===== src/rtl/add_pkg.sv =====
// Shared definitions for the bit-serial add/subtract sequencer: FSM states and
// bit positions used when the four result flags are packed into a bus upstream.
package add_pkg;

    typedef enum logic [1:0] {
        IDLE = 2'd0,
        RUN  = 2'd1,
        DONE = 2'd2
    } state_t;

    localparam int FLAG_C = 0;
    localparam int FLAG_Z = 1;
    localparam int FLAG_N = 2;
    localparam int FLAG_V = 3;
    localparam int FLAG_W = 4;

endpackage


===== src/rtl/fa_cell.sv =====
// 1-bit full adder made of two half adders; the carries can never both be set,
// so a plain OR merges them.
module fa_cell (
  input  logic a,
  input  logic b,
  input  logic ci,
  output logic s,
  output logic co
);

  logic s_ab;
  logic c_ab;
  logic c_abc;

  ha_cell u_ha_ab (
    .x (a),
    .y (b),
    .s (s_ab),
    .c (c_ab)
  );

  ha_cell u_ha_abc (
    .x (s_ab),
    .y (ci),
    .s (s),
    .c (c_abc)
  );

  assign co = c_ab | c_abc;

endmodule


===== src/rtl/ha_cell.sv =====
// 1-bit half adder.
module ha_cell (
  input  logic x,
  input  logic y,
  output logic s,
  output logic c
);

  assign s = x ^ y;
  assign c = x & y;

endmodule


===== src/rtl/serial_add_ctrl.sv =====
// Bit-serial add/subtract sequencer: one full-adder cell walks the operands
// LSB-first, then commits sum and C/Z/N/V flags with a one-cycle done pulse.
module serial_add_ctrl
  import add_pkg::*;
#(
  parameter int WIDTH = 16
) (
  input  logic             clk,
  input  logic             rst,
  input  logic             start,
  input  logic             sub,
  input  logic [WIDTH-1:0] a,
  input  logic [WIDTH-1:0] b,
  input  logic             cin,
  output logic             ready,
  output logic             busy,
  output logic             done,
  output logic [WIDTH-1:0] sum,
  output logic             flag_c,
  output logic             flag_z,
  output logic             flag_n,
  output logic             flag_v
);

  localparam int CW = $clog2(WIDTH);
  localparam logic [CW-1:0] LAST_BIT = CW'(WIDTH - 1);
  localparam logic [CW-1:0] MSB_CIN_BIT = CW'(WIDTH - 2);

  state_t state_reg;
  state_t state_next;

  logic [CW-1:0]    cnt_reg;
  logic             carry_reg;
  logic             cmsb_reg;
  logic [WIDTH-1:0] a_sh_reg;
  logic [WIDTH-1:0] b_sh_reg;
  logic [WIDTH-2:0] res_sh_reg;

  logic [WIDTH-1:0] sum_reg;
  logic             flag_c_reg;
  logic             flag_z_reg;
  logic             flag_n_reg;
  logic             flag_v_reg;

  logic [WIDTH-1:0] b_inv;
  logic [WIDTH-1:0] res_full;
  logic             bit_s;
  logic             bit_co;

  // Subtraction is a + ~b + 1, so B is conditionally inverted at accept time.
  generate
    for (genvar gi = 0; gi < WIDTH; gi++) begin : g_b_inv
      assign b_inv[gi] = b[gi] ^ sub;
    end
  endgenerate

  fa_cell u_fa (
    .a  (a_sh_reg[0]),
    .b  (b_sh_reg[0]),
    .ci (carry_reg),
    .s  (bit_s),
    .co (bit_co)
  );

  // After WIDTH-1 shifts res_sh_reg holds bits WIDTH-2..0; the current cell
  // output completes the word.
  assign res_full = {bit_s, res_sh_reg};

  always_ff @(posedge clk or posedge rst) begin
    if (rst) begin
      state_reg <= IDLE;
    end else begin
      state_reg <= state_next;
    end
  end

  always_comb begin
    state_next = state_reg;
    case (state_reg)
      IDLE:    if (start) state_next = RUN;
      RUN:     if (cnt_reg == LAST_BIT) state_next = DONE;
      DONE:    state_next = IDLE;
      default: state_next = IDLE;
    endcase
  end

  always_comb begin
    ready = 1'b0;
    busy  = 1'b0;
    done  = 1'b0;
    case (state_reg)
      IDLE:    ready = 1'b1;
      RUN:     busy  = 1'b1;
      DONE:    done  = 1'b1;
      default: ;
    endcase
  end

  always_ff @(posedge clk or posedge rst) begin
    if (rst) begin
      cnt_reg    <= '0;
      carry_reg  <= 1'b0;
      cmsb_reg   <= 1'b0;
      a_sh_reg   <= '0;
      b_sh_reg   <= '0;
      res_sh_reg <= '0;
      sum_reg    <= '0;
      flag_c_reg <= 1'b0;
      flag_z_reg <= 1'b0;
      flag_n_reg <= 1'b0;
      flag_v_reg <= 1'b0;
    end else begin
      case (state_reg)
        IDLE: begin
          if (start) begin
            a_sh_reg  <= a;
            b_sh_reg  <= b_inv;
            carry_reg <= sub ? 1'b1 : cin;
            cnt_reg   <= '0;
          end
        end
        RUN: begin
          a_sh_reg   <= {1'b0, a_sh_reg[WIDTH-1:1]};
          b_sh_reg   <= {1'b0, b_sh_reg[WIDTH-1:1]};
          carry_reg  <= bit_co;
          res_sh_reg <= res_full[WIDTH-1:1];
          cnt_reg    <= cnt_reg + CW'(1);
          if (cnt_reg == MSB_CIN_BIT) begin
            cmsb_reg <= bit_co;
          end
          // Outputs only move here, so they stay stable through later RUN phases.
          if (cnt_reg == LAST_BIT) begin
            sum_reg    <= res_full;
            flag_c_reg <= bit_co;
            flag_z_reg <= ~|res_full;
            flag_n_reg <= bit_s;
            flag_v_reg <= cmsb_reg ^ bit_co;
          end
        end
        default: ;
      endcase
    end
  end

  assign sum    = sum_reg;
  assign flag_c = flag_c_reg;
  assign flag_z = flag_z_reg;
  assign flag_n = flag_n_reg;
  assign flag_v = flag_v_reg;

endmodule


===== config.mk =====
export PLATFORM = sky130hd
export DESIGN_NAME = serial_add_ctrl
export DESIGN_NICKNAME = d
export VERILOG_FILES = /design/src/rtl/add_pkg.sv /design/src/rtl/fa_cell.sv /design/src/rtl/ha_cell.sv /design/src/rtl/serial_add_ctrl.sv
export SDC_FILE = /design/constraint.sdc
export NUM_CORES = 1
export LEC_CHECK = 0
export BUFFER_PORTS_ARGS = -buffer_cell sky130_fd_sc_hd__buf_4
export CAP_MARGIN = 20
export CELL_PAD_IN_SITES_DETAIL_PLACEMENT = 1
export CELL_PAD_IN_SITES_GLOBAL_PLACEMENT = 2
export CORE_AREA = 2 2 100 102
export CTS_BUF_LIST = sky130_fd_sc_hd__clkbuf_16
export CTS_CLUSTER_DIAMETER = 120
export DETAILED_ROUTE_END_ITERATION = 12
export DIE_AREA = 0 0 102 104
export PLACE_DENSITY_LB_ADDON = 0.08
export RECOVER_POWER = 25
export SETUP_SLACK_MARGIN = 0.4
export SYNTH_ARGS = -nofsm -noshare
export SYNTH_HDL_FRONTEND = slang
export SYNTH_SLANG_ARGS = --single-unit

===== constraint.sdc =====
create_clock -name clk -period 5.25 [get_ports clk]
set_clock_uncertainty 0.2 [all_clocks]
set_input_delay 1.3125 -clock clk [delete_from_list [all_inputs] [get_ports clk]]
set_output_delay 1.3125 -clock clk [all_outputs]
set_load 0.02 [all_outputs]

## Word-level counts from Yosys, hierarchy flattened

Cells that the tools add are included.

| word-level totals | value |
|---|---|
| flip-flop bits (word level) | 75 |
| bits of input ports | 37 |
| output and inout bits | 23 |
| logic and storage cells | 64 |

| cells by class | value |
|---|---|
| add/subtract/negate cells | 1 |
| equal/unequal tests | 6 |
| mux-type cells | 15 |
| bitwise logic cells | 22 |
| reductions and logical operators | 8 |

Operator list:

| operator | number |
|---|---|
| one-hot mux 16 bit (2 select lines) | 2 |
| 2-to-1 mux 16 bit | 2 |
| XOR 1 bit | 19 |
| OR reduction 16 bit | 1 |
| equality test 4 bit (second input constant) | 2 |
| one-hot mux 4 bit (2 select lines) | 1 |
| AND reduction 2 bit | 4 |
| 2-to-1 mux 1 bit | 5 |
| adder 4 x 1 -> 4 bit (second input constant) | 1 |
| 2-to-1 mux 2 bit | 2 |
| 2-to-1 mux 4 bit | 1 |
| inequality test 2 bit (second input constant) | 2 |
| one-hot mux 2 bit (2 select lines) | 1 |
| bitwise AND 1 bit | 2 |
| equality test 2 x 1 -> 1 bit (second input constant) | 1 |
| equality test 2 bit (second input constant) | 1 |
| zero test 2 bit | 1 |
| one-hot mux 1 bit (2 select lines) | 1 |
| nonzero test 2 bit | 1 |
| zero test 1 bit | 1 |
| OR 1 bit | 1 |

## Depth between registers and ports, before layout

| depth | value |
|---|---|
| word-level depth | 4 |
| mapped depth | 7 |
| depth with buffers taken out | 5 |

## Hierarchy

A second synthesis with hierarchy kept.

| unflattened totals | value |
|---|---|
| cell total of the unflattened synthesis | 335 |
| area, all modules | 3493.4 um2 |

By module, submodules not included:

| module | instances | cells an instance | area each (um2) | seq. area each (um2) |
|---|---|---|---|---|
| serial_add_ctrl | 1 | 332 | 3462.1 | 1851.8 |
| ha_cell | 2 | 1 | 12.5 | 0.0 |
| fa_cell | 1 | 1 | 6.3 | 0.0 |

## Least setup slack after synthesis

Ideal clock, no wire load.

| timing path | value |
|---|---|
| kind | reg2out |
| from | reg state_reg[0] |
| to | out done |
| arrival | 1.076 ns |
| data required time | 3.738 ns |
| setup slack | 2.661 ns |
| stages on the path, launching flop included | 5 |
| buffers on the path | 3 |
| path through | dfrtp_1 buf_6 buf_2 buf_4 nor2_1 |

| between the ends | value |
|---|---|
| longest elaborated chain between the ends | 2 |

RTL lines:

| item | line | RTL |
|---|---|---|
| start, declared | serial_add_ctrl.sv:29 | `state_t state_reg;` |
| start signal, assigned | serial_add_ctrl.sv:73 | `state_reg <= state_next;` |
| equality test 2 bit | serial_add_ctrl.sv:91 | `case (state_reg)` |
| 2-to-1 mux 1 bit | serial_add_ctrl.sv:91 |  |
| end, declared | serial_add_ctrl.sv:17 | `output logic done,` |

Every way passes these cells.

## Worst setup path in the final report

| timing path | value |
|---|---|
| from | reg state_reg[1] |
| to | out busy |

| between the ends | value |
|---|---|
| longest elaborated chain between the ends | 2 |

RTL lines:

| item | line | RTL |
|---|---|---|
| equality test 2 x 1 -> 1 bit | serial_add_ctrl.sv:91 |  |
| 2-to-1 mux 1 bit | serial_add_ctrl.sv:91 |  |
| end, declared | serial_add_ctrl.sv:16 | `output logic busy,` |

Every way passes these cells.

==> metrics.txt <==
Gate power share 0.376; adder-cell area share of the yosys netlist 0.0125; crit path max fanout 39; complex-gate fraction of the synthesized area 0.126; Routed Wire Length 7760 um; critical path required time about 3.7 ns; most frequent cells in the layout 74 x dfrtp_1, 63 x nand2_1, 63 x buf_4; CTS tree done; leakage power about 2 nW; Final min period 4.06 ns; mux share of post-synthesis cell area 0.0842; non-filler instance count after layout roughly 520; Starting Density 0.377; largest family of logic cells by synthesized area simple AND/OR/NAND/NOR gates; Clock transition at path regs 0.06 ns; initial antenna violation count 0; failing checks max-capacitance violations; Power Dens Cells 621 mW/mm2; NumNets Final 419; Worst-Skew Late Latency between 0.3 and 0.4 ns; Peak VDD IR 0.218 mV; simple-gate area share of the yosys netlist 0.161; CP max-delay cell nand2b_1; vias per cell a little under 5; syn avg cell area between 10 and 15 um2; hold_sp a_sh_reg[14]$_DFFE_PP0P_; ratio of cells with drive above 1 in the final layout 0.272; Post-Syn Instances ~330; Total GRT Usage 0.155; core area around 0.0095 mm2; Sink Count 74; Die ar. between 0.01 and 0.015 mm2; status complete, but fails checks; GPL Wtd Cong a little under 0.7; Worst Hold Path EP a_sh_reg[14]$_DFFE_PP0P_; Final Cell Area around 0.0044 mm2; FF-to-FF Start state_reg[0]$_DFFE_PP0P_; first-pass GRT wire length 13100 um; fin crit share 0.773; Synth-to-Final Area Change 21.8%; Synth Area in XOR/XNOR 0.0414; Fin. Hold Viols 0; initial drt markers ~90; number of flops mapped to enable cells by yosys 0; Yosys reg bits 74; switching power total about 950 uW; Die H ~100 um; Relative slew margins 0.0187; max-slew violation count 0; Post-route DRC 0; critical path data arrival time about 2.6 ns; Syn. warnings 0; sequential power share 0.366; Critical Path Sink Type output pin; Final setup viols 0; Worst Reg2Reg Path Length in Cells 4; worst slew pin tran between 1 and 1.5 ns; worst hold margin approximately 0.29 ns; CP peak stage delay between 0.6 and 0.7 ns; Placed Instances approximately 500; Final HPWL DP ~5000 um; fmax approximately 250 MHz; worst min-delay path class register to register; RSZ-0062 raised after global routing false; root buf cell clkbuf_16; IO Port Bufs 59; startpoint types register; share of flip-flops with an asynchronous set or reset 1.00; Post-Place Cell Area around 0.004 mm2; post-synth cell types 39; reg-to-reg slack, setup around 2.5 ns; syn_nets roughly 370; via count roughly 2500; htree depth 3; vias in the first global route roughly 2600; largest net degree at the start of global routing 56; cts bufs inserted 9; worst path cell trace buf_4 > nand2b_1 > inv_1 > buf_4; WL per Instance ~15 um; Pre-Repair DR Iteration Count 5; register area share after synthesis 0.515; Rows 36; sw frac 0.349; Top Ports 60; Synth Flop Type dfrtp_1; Setup TNS 0 ns; commonest non-fill, non-tap cell in the layout dfrtp_1; Syn Std Cell Area approximately 0.0036 mm2; grt ovf 0; postcts setup bufs 0; reg2reg end sum[1]$_DFFE_PP0P_; Max Cap Violations 1; post-CTS sizing 0; Antenna Nets Post-Route 0; Hold Buf Count CTS 0; CTS Buffer Depth 2; internal power about 1.8 mW; most frequent CP cell buf_4; Clk network pwr share 0.258; CP Class register to output pin; n_diodes 0; width of the chip between 100 and 150 um; hold depth 2
[synth_stat cells (3+ instances only)]
| master | number | share of area |
|---|---|---|
| o21ai_0 | 17 | 0.024 |
| mux2_4 | 18 | 0.075 |
| nor2b_1 | 17 | 0.030 |
| inv_1 | 5 | 0.0052 |
| buf_6 | 8 | 0.025 |
| buf_4 | 5 | 0.010 |
| dfrtp_1 | 74 | 0.51 |
| buf_2 | 7 | 0.0097 |
| clkbuf_1 | 3 | 0.0031 |
| o22a_1 | 16 | 0.039 |
| a21oi_1 | 29 | 0.040 |
| and3b_1 | 13 | 0.032 |
| nand2_1 | 63 | 0.066 |
| xnor2_1 | 15 | 0.037 |
| nor4_1 | 4 | 0.0070 |
| nor2_1 | 5 | 0.0052 |
[logic make-up (layout without fill, tap and decap cells)]
group | count (synthesis) | in the layout
compound gates | 73 | 73
xor+xnor | 17 | 17
fa+ha+maj | 3 | 3
buf+inv | 31 | 85
flops | 74 | 74
mux | 21 | 21
simple gates | 110 | 110
[metal layers]
metal / wire length (um) / up-vias / track usage
met5: 0 / - / 0
met1: 3710 / 1236 / 0.217
li1: - / 1214 / -
met2: 3700 / 48 / 0.238
met4: 64 / 0 / 0.0371
met3: 285 / 6 / 0.0430
[worst max-delay path, delay by kind of cell (launching register included)]
| kind | cells | cell delay (ns) |
|---|---|---|
| buf+inv | 3 | 1.19 |
| flops | 1 | 0.32 |
| simple gates | 1 | 0.68 |
[power groups by stage]
stage | clock network, mW | logic (mW) | registers (mW)
after global routing | 0.744 | 1.15 | 1.03
after detailed placement | 0 | 1.05 | 1.01
after floorplan | 0 | 0.748 | 1.03
after global placement | 0 | 1.02 | 1.00
final | 0.704 | 1.02 | 0.996
after CTS | 0.721 | 1.05 | 1.00
[cell type report]
cell class                 instances  area (um2)
multi-input combinational        224        1520
clock buffer                       9         225
sequential                        74        1850
fill                            1083        5170
timing repair buffer              64         480
clock inverter                     6         115
tap                              133         166
inverter                           6        22.5
[per-stage QoR]
step	power, mW	utilization	worst slack (ns)
global route	2.92	0.459	1.02
global placement	2.02	0.424	2.21
CTS	2.78	0.460	1.82
floorplan	1.78	-	1.86
detailed placement	2.06	0.424	2.19
finish	2.72	0.459	1.19
[worst max-delay path by stage]
| stage | start | endpoint | slack [ns] |
|---|---|---|---|
| final | state_reg[1]$_DFFE_PP0P_ | busy | 1.19 |
| after global routing | state_reg[1]$_DFFE_PP0P_ | busy | 1.02 |
| after detailed placement | state_reg[0]$_DFFE_PP0P_ | busy | 2.19 |
| after CTS | state_reg[0]$_DFFE_PP0P_ | busy | 1.82 |
| after floorplan | rst | a_sh_reg[0]$_DFFE_PP0P_ | 1.86 |
| after global placement | state_reg[0]$_DFFE_PP0P_ | busy | 2.21 |
(Power assumes the default switching activity.)
